==> src/rtl/input_debouncer.sv <==
// Per-channel two-flop synchronizer plus persistence counter; a new level is
// accepted only after it has been seen DEBOUNCE_CYCLES enabled edges in a row.

module input_debouncer_lane #(
    parameter int   CW       = 16,
    parameter int   LAST_CNT = 0,
    parameter logic RST_BIT  = 1'b0
) (
    input  logic i_clk,
    input  logic i_rst,
    input  logic i_en,
    input  logic i_raw,
    output logic o_sync2,
    output logic o_clean,
    output logic o_rise,
    output logic o_fall
);
    localparam logic [CW-1:0] W_LAST = LAST_CNT[CW-1:0];

    logic          r_sync1;
    logic          r_sync2;
    logic          r_clean;
    logic          r_rise;
    logic          r_fall;
    logic [CW-1:0] r_cnt;

    always_ff @(posedge i_clk) begin
        if (i_rst) begin
            r_sync1 <= RST_BIT;
            r_sync2 <= RST_BIT;
            r_clean <= RST_BIT;
            r_cnt   <= '0;
            r_rise  <= 1'b0;
            r_fall  <= 1'b0;
        end else begin
            r_sync1 <= i_raw;
            r_sync2 <= r_sync1;
            r_rise  <= 1'b0;
            r_fall  <= 1'b0;
            // Any return to the accepted level restarts the count.
            if (!i_en || (r_sync2 == r_clean)) begin
                r_cnt <= '0;
            end else if (r_cnt == W_LAST) begin
                r_clean <= r_sync2;
                r_cnt   <= '0;
                r_rise  <= r_sync2;
                r_fall  <= ~r_sync2;
            end else begin
                r_cnt <= r_cnt + CW'(1);
            end
        end
    end

    assign o_sync2 = r_sync2;
    assign o_clean = r_clean;
    assign o_rise  = r_rise;
    assign o_fall  = r_fall;
endmodule

module input_debouncer #(
    parameter int               WIDTH           = 2,
    parameter int               DEBOUNCE_CYCLES = 50000,
    parameter logic [WIDTH-1:0] RESET_VAL       = '0
) (
    input  logic             clk,
    input  logic             rst,
    input  logic             en,
    input  logic [WIDTH-1:0] raw_in,
    output logic [WIDTH-1:0] clean_out,
    output logic [WIDTH-1:0] rise,
    output logic [WIDTH-1:0] fall,
    output logic             stable
);
    localparam int CW = $clog2(DEBOUNCE_CYCLES + 1);

    logic [WIDTH-1:0] w_sync2;

    genvar g;
    generate
        for (g = 0; g < WIDTH; g++) begin : g_lane
            input_debouncer_lane #(
                .CW      (CW),
                .LAST_CNT(DEBOUNCE_CYCLES - 1),
                .RST_BIT (RESET_VAL[g])
            ) u_lane (
                .i_clk  (clk),
                .i_rst  (rst),
                .i_en   (en),
                .i_raw  (raw_in[g]),
                .o_sync2(w_sync2[g]),
                .o_clean(clean_out[g]),
                .o_rise (rise[g]),
                .o_fall (fall[g])
            );
        end
    endgenerate

    assign stable = &(w_sync2 ~^ clean_out);
endmodule

==> config.mk <==
export PLATFORM = sky130hd
export DESIGN_NAME = input_debouncer
export DESIGN_NICKNAME = d
export VERILOG_FILES = /design/src/rtl/input_debouncer.sv
export SDC_FILE = /design/constraint.sdc
export NUM_CORES = 1
export LEC_CHECK = 0
export ABC_AREA = 1
export BUFFER_PORTS_ARGS = -buffer_cell sky130_fd_sc_hd__buf_2
export CAP_MARGIN = 20
export CELL_PAD_IN_SITES_DETAIL_PLACEMENT = 0
export CELL_PAD_IN_SITES_GLOBAL_PLACEMENT = 1
export CORE_AREA = 2 2 73 75
export DETAILED_ROUTE_END_ITERATION = 10
export DIE_AREA = 0 0 75 77
export PLACE_DENSITY = 0.78
export SYNTH_ARGS = -nofsm -noshare
export SYNTH_HDL_FRONTEND = slang
export SYNTH_SLANG_ARGS = --single-unit
==> constraint.sdc <==
create_clock -name clk -period 1.9 [get_ports clk]
set_input_delay 0 -clock clk [delete_from_list [all_inputs] [get_ports clk]]
set_output_delay 0 -clock clk [all_outputs]
set_load 0.01 [all_outputs]
# Word level (Yosys, flattened, before mapping)
# Cells that the tools add are included.
dict set report word_totals {
  regBits 42
  inputBits 5
  output_inout_bits 7
  word_cells 35
}
dict set report classes {
  addsub 2
  eq_ne 4
  bitwise 7
  n_reduce_logical 10
}
# operator count
set op_table {}
lappend op_table {{$add A16 B1 Y16 const B} 2}
lappend op_table {{$eq A16 B16 Y1 const B} 2}
lappend op_table {{$reduce_or A3 Y1} 4}
lappend op_table {{$not A1 Y1} 6}
lappend op_table {{$reduce_and A2 Y1} 3}
lappend op_table {{$eq A1 B1 Y1} 2}
lappend op_table {{$logic_or A1 B1 Y1} 2}
lappend op_table {{$xnor A2 B2 Y2} 1}
lappend op_table {{$logic_not A1 Y1} 1}

# Longest topological paths before layout
# Gate-level depths: netlist (run 1).
dict set report depth {
  depth_word 4
  mapped_depth 7
  ltp_nobuf 7
}

# By module
# A second synthesis (run 1) with hierarchy kept.
dict set report hier_totals {
  cells_unflattened 299
  area_unflattened_um2 1998.2
}
# mod instances cells_each area_per_inst_um2 seq_area_each_um2
set by_module_without_submodules {}
lappend by_module_without_submodules {input_debouncer_lane 2 144 978.4 420.4}
lappend by_module_without_submodules {input_debouncer 1 11 41.3 0.0}

# Least setup slack after synthesis (run 1)
# No wires, ideal clock.
dict set report synth_timing {
  path_kind {flip-flop to flip-flop}
  start {register g_lane[0].u_lane.r_cnt[0]}
  end {register g_lane[0].u_lane.r_cnt[11]}
  setup_ps 113
  arrival_time_ps 1170
  required_ps 1787
  setup_slack_ps 617
  path_stages_with_launch 8
  n_path_buf 1
  period_less_slack_ps 1283
  cell_sequence {dfxtp_1 ha_1 nand3_2 nor2_4 nand2_1 nand2_4 buf_6 nor2_1}
}
dict set report synth_via {
  elab_chain_len 2
  word_cells_on_any_way 3
  cone_classes {1 x add/sub; 1 x eq/ne; 1 x reduce/logical}
}
# item line_no
set synth_lines {}
lappend synth_lines {{start: declaration} 25} ;# logic [CW-1:0] r_cnt;
lappend synth_lines {{start signal: assignment} 49} ;# r_cnt <= r_cnt + CW'(1);
lappend synth_lines {{parallel branches: the longest is 2 deep, another holds $add A16 B1 Y16} -}
# Parallel ways; which one is timed is not known.
# A chain may end at the register's enable or synchronous reset.

# Final worst setup path (run 1)
# Same ends and word-level chain as after synthesis.

==> impl_metrics.ini, run 1 <==
[clock_network]
cts_root_buf = clkbuf_8
numCtsBuffers = 5
cts_buffer_depth = 2
clkSlewWorstSetupHoldPaths_ps = 80
cts_sinks = 42
cts_max_level = 2
insertion_delay_ps = 290
tritoncts = yes

[synth]
yosysUniqueCellTypes = 28
ys_top_cells_by_area = dfxtp_1 40%, nand2_1 12%, nor2_1 8.9%
yosys.area.top_type_share_pct = 40.0
yosys_warnings = 0
netlist_area_mm2 = 0.00210
synth_seq_cells = 42
yosysMostFrequentCell = nand2_1
synth_edf_count = 0
yosysSeqAreaShare_pct = 40.0
synthTopCellsByCount = 70 x nand2_1, 50 x nor2_1, 42 x dfxtp_1, 41 x inv_1, 18 x nand3_1
syn_avg_cell_area_um2 = 7.08
synthArstFlopShare_pct = 0
synth.largest_area_cell = dfxtp_1
syn_nets = 304
synth_ff_type = dfxtp_1
synth_cells = 297

[place]
dpl_cell_area_mm2 = 0.00217
port_buffers = 11
place_inst = 369
finalWeightedCongestion = 0.768
dp_hpwl_um = 2800

[drt]
num_vias = 1704
post_drt_wl_per_cell_um = 10.1
drt_iter0_markers = 69
wirelength_um = 3830
route.detailed.drc = 0
routed_via_density = 4.50
drt_pass1_iterations = 5
ant_nets = 0

[cells_and_area]
antenna_cells = 0
drive_gt1_share_pct = 13.6
area_growth_pct = 8.80
nNetsFinal = 315
final_util_pct = 46.0
final-instance-count-excl-fill = 379
finalInstanceArea_mm2 = 0.00229

[pwr]
power_density_mw_per_mm2 = 661
cellLeakagePower_nw = 0.828
irDropWorstVdd_mv = 0.418

[worst_setup_path]
ff2ff_setup_slack_ps = 530
critPathCapture = g_lane[0].u_lane.r_cnt[11]
cp-start-kind = flop
reg2reg_depth = 6
worstPathArrival_ps = 1550
cpPeakStageDelay_ps = 350
path_class = reg2reg
crit_required_ps = 2080
slowest_stage = dfxtp_1
crit_fanout = 16
end_kind = flop
r2r_end = g_lane[0].u_lane.r_cnt[11]
crit-reg2reg-launch = g_lane[0].u_lane.r_cnt[0]
crit_chain = ha_1 -> nand3_2 -> nor2_4 -> nand2_1 -> nand2_4 -> nor2_1
startpoint = g_lane[0].u_lane.r_cnt[0]

[die]
ios = 12
die_y_um = 77
start_util_pct = 42.3
die-area_mm2 = 0.00578
core_mm2 = 0.00498
die_w_um = 75
std_cell_rows = 26

[global_route]
grt_antenna_before_repair = 0
grt_max_degree = 17
gr-total-overflow = 0
grt_pass1_vias = 1584
grt_pass1_wl_um = 6960
grt.total_usage_pct = 15.2

[sta]
setup_viol = 0
slew_headroom_pct = 79.7
setup-tns-final_ps = 0
hold_viol_final = 0
worstMarginPinSlew_ps = 303
fin_skew_ps = 9.23
period_needed_ps = 1370
clock.fmax_mhz = 730
fin_crit_sh_pct = 72.1
rsz0062_at_grt = no
maxSlewViolCount = 0

[min_path]
hp-class = in2reg
whs_path_depth = 2

[outcome]
status = finished, final reports clean

[flow_run]
cap_violations = 0
## metal layers
| metal | share of wire (%) | vias up | global-route usage, % | wire length [µm] |
|---|---|---|---|---|
| li1 | - | 943 | - | - |
| met1 | 54 | 733 | 21.5 | 2060 |
| met2 | 41 | 23 | 21.9 | 1580 |
| met3 | 3.8 | 5 | 3.94 | 144 |
| met4 | 1.4 | 0 | 5.36 | 55 |
| met5 | 0 | - | 0 | 0 |
## per-stage QoR
step	power, mW	hold slack (ps)	worst slack [ps]
floorplan	0.928	107	617
global placement	0.936	209	539
detailed placement	0.935	215	520
CTS	1.55	10.8	506
global route	1.59	8.07	364
finish	1.51	23.1	530
## cell usage in the layout, fill, tap and decap left out, types with 10 or more instances in the layout
cell type   n
nand2_1    70
nor2_1     50
dfxtp_1    42
inv_1      41
nand3_1    18
a21oi_1    12
buf_2      11
nand4_1    10
## repair_timing
action,CTS,global route
setup buffers,0,0
setup endpoints to repair,0,0
hold buffers,2,0
resized for setup,0,0
hold endpoints to repair,2,0
## worst max-delay path: cells and delay by family (launching register included)
kind / cells / cell delay, ps
simple gates: 5 / 670
flops: 1 / 350
fa+ha+maj: 1 / 230
## kinds of logic (layout without fill, tap and decap cells)
kind of cell | count (synthesis) | count (layout) | share of synthesized area, %
XOR/XNOR | 8 | 8 | 3.33
adder cells (fa/ha/maj) | 2 | 2 | 1.19
flip-flops | 42 | 42 | 40.0
buffers and inverters | 50 | 62 | 10.8
AO/OA/AOI/OAI | 22 | 22 | 6.42
AND/OR/NAND/NOR | 173 | 173 | 38.3
## registers in the layout, indices dropped and copies added, names as in the netlist
name / cells
g_lane.u_lane.o_fall: 2
g_lane.u_lane.o_sync2: 2
g_lane.u_lane.r_cnt: 32
g_lane.u_lane.o_rise: 2
g_lane.u_lane.r_sync1: 2
g_lane.u_lane.o_clean: 2
## worst min-delay path by stage
stage / start / endpoint / slack (ps)
2_1_floorplan: raw_in[0] / g_lane[0].u_lane.r_sync1 / 110
3_3_place_gp: raw_in[0] / g_lane[0].u_lane.r_sync1 / 210
3_5_place_dp: raw_in[0] / g_lane[0].u_lane.r_sync1 / 210
6_report: rst / g_lane[1].u_lane.r_sync1 / 20
5_1_grt: rst / g_lane[1].u_lane.r_sync1 / 8
4_1_cts: rst / g_lane[1].u_lane.r_sync1 / 10
## cell type report
class                           count  area, µm²
Clock buffer                        6       82.6
Clock inverter                      2       12.5
Fill cell                         516       2690
Inverter                           41        154
Multi-Input combinational cell    205       1040
Sequential cell                    42        841
Tap cell                           70       87.6
Timing Repair Buffer               13       75.1
## power breakdown
part / leakage [nW] / switching (mW) / total [mW] / internal (mW)
logic: 0.441 / 0.0183 / 0.0306 / 0.0123
registers: 0.339 / 0.00298 / 0.887 / 0.884
clock network: 0.0472 / 0.302 / 0.594 / 0.292
Power figures use the tool's default switching activity.
==> inputs of run 2 (changes only) <==
==> config.mk (replaced) <==
export PLATFORM = sky130hd
export DESIGN_NAME = input_debouncer
export DESIGN_NICKNAME = d
export VERILOG_FILES = /design/src/rtl/input_debouncer.sv
export SDC_FILE = /design/constraint.sdc
export NUM_CORES = 1
export LEC_CHECK = 0
export ABC_AREA = 0
export BUFFER_PORTS_ARGS = -buffer_cell sky130_fd_sc_hd__buf_2
export CAP_MARGIN = 20
export CELL_PAD_IN_SITES_DETAIL_PLACEMENT = 0
export CELL_PAD_IN_SITES_GLOBAL_PLACEMENT = 1
export CORE_AREA = 2 2 67 69
export DETAILED_ROUTE_END_ITERATION = 10
export DIE_AREA = 0 0 69 71
export PLACE_DENSITY = 0.77
export SYNTH_ARGS = -nofsm -noshare
export SYNTH_HDL_FRONTEND = slang
export SYNTH_SLANG_ARGS = --single-unit
==> constraint.sdc (replaced) <==
create_clock -name clk -period 1.3 [get_ports clk]
set_input_delay 0 -clock clk [delete_from_list [all_inputs] [get_ports clk]]
set_output_delay 0 -clock clk [all_outputs]
set_load 0.01 [all_outputs]
==> impl_metrics.ini, run 2 <==
[outcome]
status = finished with violations
violations = negative setup slack

[global_route]
gr-total-overflow = 0
grt.total_usage_pct = 15.3
grt_pass1_vias = 1436
grt_pass1_wl_um = 6080
grt_max_degree = 14
grt_antenna_before_repair = 0

[sta]
clock.fmax_mhz = 606
hold_viol_final = 0
fin_crit_sh_pct = 127
maxSlewViolCount = 0
slew_headroom_pct = 74.6
fin_skew_ps = 8.49
setup-tns-final_ps = -9310
rsz0062_at_grt = yes
setup_viol = 36
period_needed_ps = 1650
setup_ws_ps = -351
worstMarginPinSlew_ps = 378

[pwr]
irDropWorstVdd_mv = 0.690
cellLeakagePower_nw = 0.926
power_density_mw_per_mm2 = 871

[cells_and_area]
nNetsFinal = 269
largest_register_ff_count = 32
mostFrequentLayoutCell = buf_4
antenna_cells = 0
finalInstanceArea_mm2 = 0.00255
largest_register = g_lane.u_lane.r_cnt
area_growth_pct = 39.8
drive_gt1_share_pct = 43.0
n_fill_cell = 357
layout_common_cells = 46 x buf_4, 35 x dfxtp_1, 26 x xnor2_1, 19 x nor2_1, 19 x nor2_2

[synth]
synth.largest_area_cell = dfxtp_1
synth_seq_cells = 42
synthArstFlopShare_pct = 0
synthTopCellsByCount = 42 x dfxtp_1, 39 x nor2_1, 26 x xnor2_1, 10 x nand2_1, 10 x nand3_1
yosys_warnings = 0
synthSimpleGateAreaFrac_pct = 29.8
synth_top_family_by_area = simple AND/OR/NAND/NOR gates
syn_nets = 204
yosysSeqAreaShare_pct = 46.0
synth_edf_count = 0
yosys.area.top_type_share_pct = 46.0
synthMuxAreaShare_pct = 0
netlist_area_mm2 = 0.00183
synth_adder_area_share_pct = 1.37
synthXorXnorAreaFrac_pct = 14.4
synth_cells = 197
synth_ff_type = dfxtp_1
ys_top_cells_by_area = dfxtp_1 46%, xnor2_1 12%, nor2_1 8.0%
synth_compound_area_share_pct = 1.64
syn_avg_cell_area_um2 = 9.27
yosysUniqueCellTypes = 26
yosysMostFrequentCell = dfxtp_1

[clock_network]
cts_root_buf = clkbuf_8
insertion_delay_ps = 290
numCtsBuffers = 5
cts_max_level = 2
clkSlewWorstSetupHoldPaths_ps = 80
cts_sinks = 42
tritoncts = yes
cts_buffer_depth = 2

[worst_setup_path]
crit_fanout = 2
crit_chain = or4b_4 -> nor4_4 -> buf_4 -> a21oi_2 -> a41o_1
slowest_stage = or4b_4
crit-reg2reg-launch = g_lane[0].u_lane.r_cnt[7]
reg2reg_depth = 5
path_buf_inv = 1
end_kind = flop
cp.depth = 5
worstPathArrival_ps = 1840
cp_top_family = simple AND/OR/NAND/NOR gates
crit_required_ps = 1490
r2r_end = g_lane[0].u_lane.o_clean
cp-start-kind = flop
ff2ff_setup_slack_ps = -350
cpPeakStageDelay_ps = 540
path_class = reg2reg

[die]
std_cell_rows = 24
die_w_um = 69
core_mm2 = 0.00420
ios = 12
start_util_pct = 43.5
die-area_mm2 = 0.00490
die_y_um = 71

[place]
finalWeightedCongestion = 0.743
dp_hpwl_um = 2480
port_buffers = 11
dpl_cell_area_mm2 = 0.00225

[drt]
post_drt_wl_per_cell_um = 11.3
num_vias = 1483
drt_pass1_iterations = 4
ant_nets = 0
drt_iter0_markers = 39
routed_via_density = 4.71
wirelength_um = 3570
route.detailed.drc = 0

[flow_run]
cap_violations = 0

[min_path]
min_from = en
holdPathEnd = g_lane[0].u_lane.o_clean
whs_path_depth = 2
hp-class = in2reg
==> run 2: changes by cell type after synthesis, moves of 8 or more <==
cell,before,now
a21oi_1,12,2
inv_1,41,9
nand2_1,70,10
nand3_1,18,10
nor2_1,50,39
nor4_1,0,8
xnor2_1,6,26
==> run 2: what timing repair did <==
item / in CTS / in global routing
setup endpoints to repair: 36 / 36
resized for setup: 12 / 31
endpoints found under the hold margin: 4 / 0
cloned: 1 / 1
hold buffers: 5 / 0
pin swaps: 8 / 6
buffers inserted: 2 / 2
==> run 2: logic make-up (layout without fill, tap and decap cells) <==
group           count (synthesis)  in the layout
xor+xnor                       30             30
simple gates                  100            100
flops                          42             42
fa+ha+maj                       2              2
compound gates                  4              4
buf+inv                        19             85
==> run 2: per-stage QoR <==
stage | total power, mW | hold WS, ps | setup slack (ps) | instances | utilization, %
floorplan | 1.35 | 71.6 | -394 | 197 | -
global placement | 1.37 | 208 | -344 | 298 | 53.5
detailed placement | 1.37 | 215 | -360 | 298 | 53.5
CTS | 2.26 | 20.7 | -359 | 314 | 58.9
global route | 2.32 | 45.7 | -399 | 315 | 60.7
finish | 2.22 | 33.2 | -351 | 315 | 60.7
==> run 2: final cells by class <==
type / count / area, µm² / area share, %
flip-flops and latches: 42 / 850 / 33.3
inverters: 9 / 33.8 / 1.32
clock buffers: 6 / 82.6 / 3.23
repair buffers: 68 / 531 / 20.8
multi-input cells: 136 / 980 / 38.4
well taps: 52 / 65.1 / 2.55
clock inverters: 2 / 12.5 / 0.490
==> run 2: report_power, final <==
| group | total, mW | switching [mW] | internal, mW |
|---|---|---|---|
| combinational | 0.0657 | 0.0301 | 0.0356 |
| clock | 0.864 | 0.437 | 0.427 |
| sequential | 1.30 | 0.00346 | 1.29 |
| total | 2.22 | 0.471 | 1.75 |
==> run 2: worst register-to-register path, cell delays in order (launching register included) <==
cell and delay (ps):
dfxtp_2 320, or4b_4 540, nor4_4 300, buf_4 160, a21oi_2 40, a41o_1 190
==> run 2: how the worst max path moves through the flow <==
| stage | from | slack, ps | endpoint |
|---|---|---|---|
| finish | g_lane[0].u_lane.r_cnt[7] | -350 | g_lane[0].u_lane.o_clean |
| global route | g_lane[0].u_lane.r_cnt[7] | -400 | g_lane[0].u_lane.o_clean |
| CTS | g_lane[0].u_lane.r_cnt[12] | -360 | g_lane[0].u_lane.o_clean |
| detailed placement | g_lane[0].u_lane.r_cnt[4] | -360 | g_lane[0].u_lane.o_clean |
| global placement | g_lane[0].u_lane.r_cnt[4] | -340 | g_lane[0].u_lane.o_clean |
| floorplan | g_lane[0].u_lane.r_cnt[4] | -390 | g_lane[0].u_lane.r_cnt[4] |
==> run 2: layer usage <==
layer,vias up,wire length [µm],global-route usage (%)
met5,-,0,0
met4,0,42,5.88
met3,4,53,4.27
met2,6,1860,26.9
met1,689,1620,17.7
li1,784,-,-
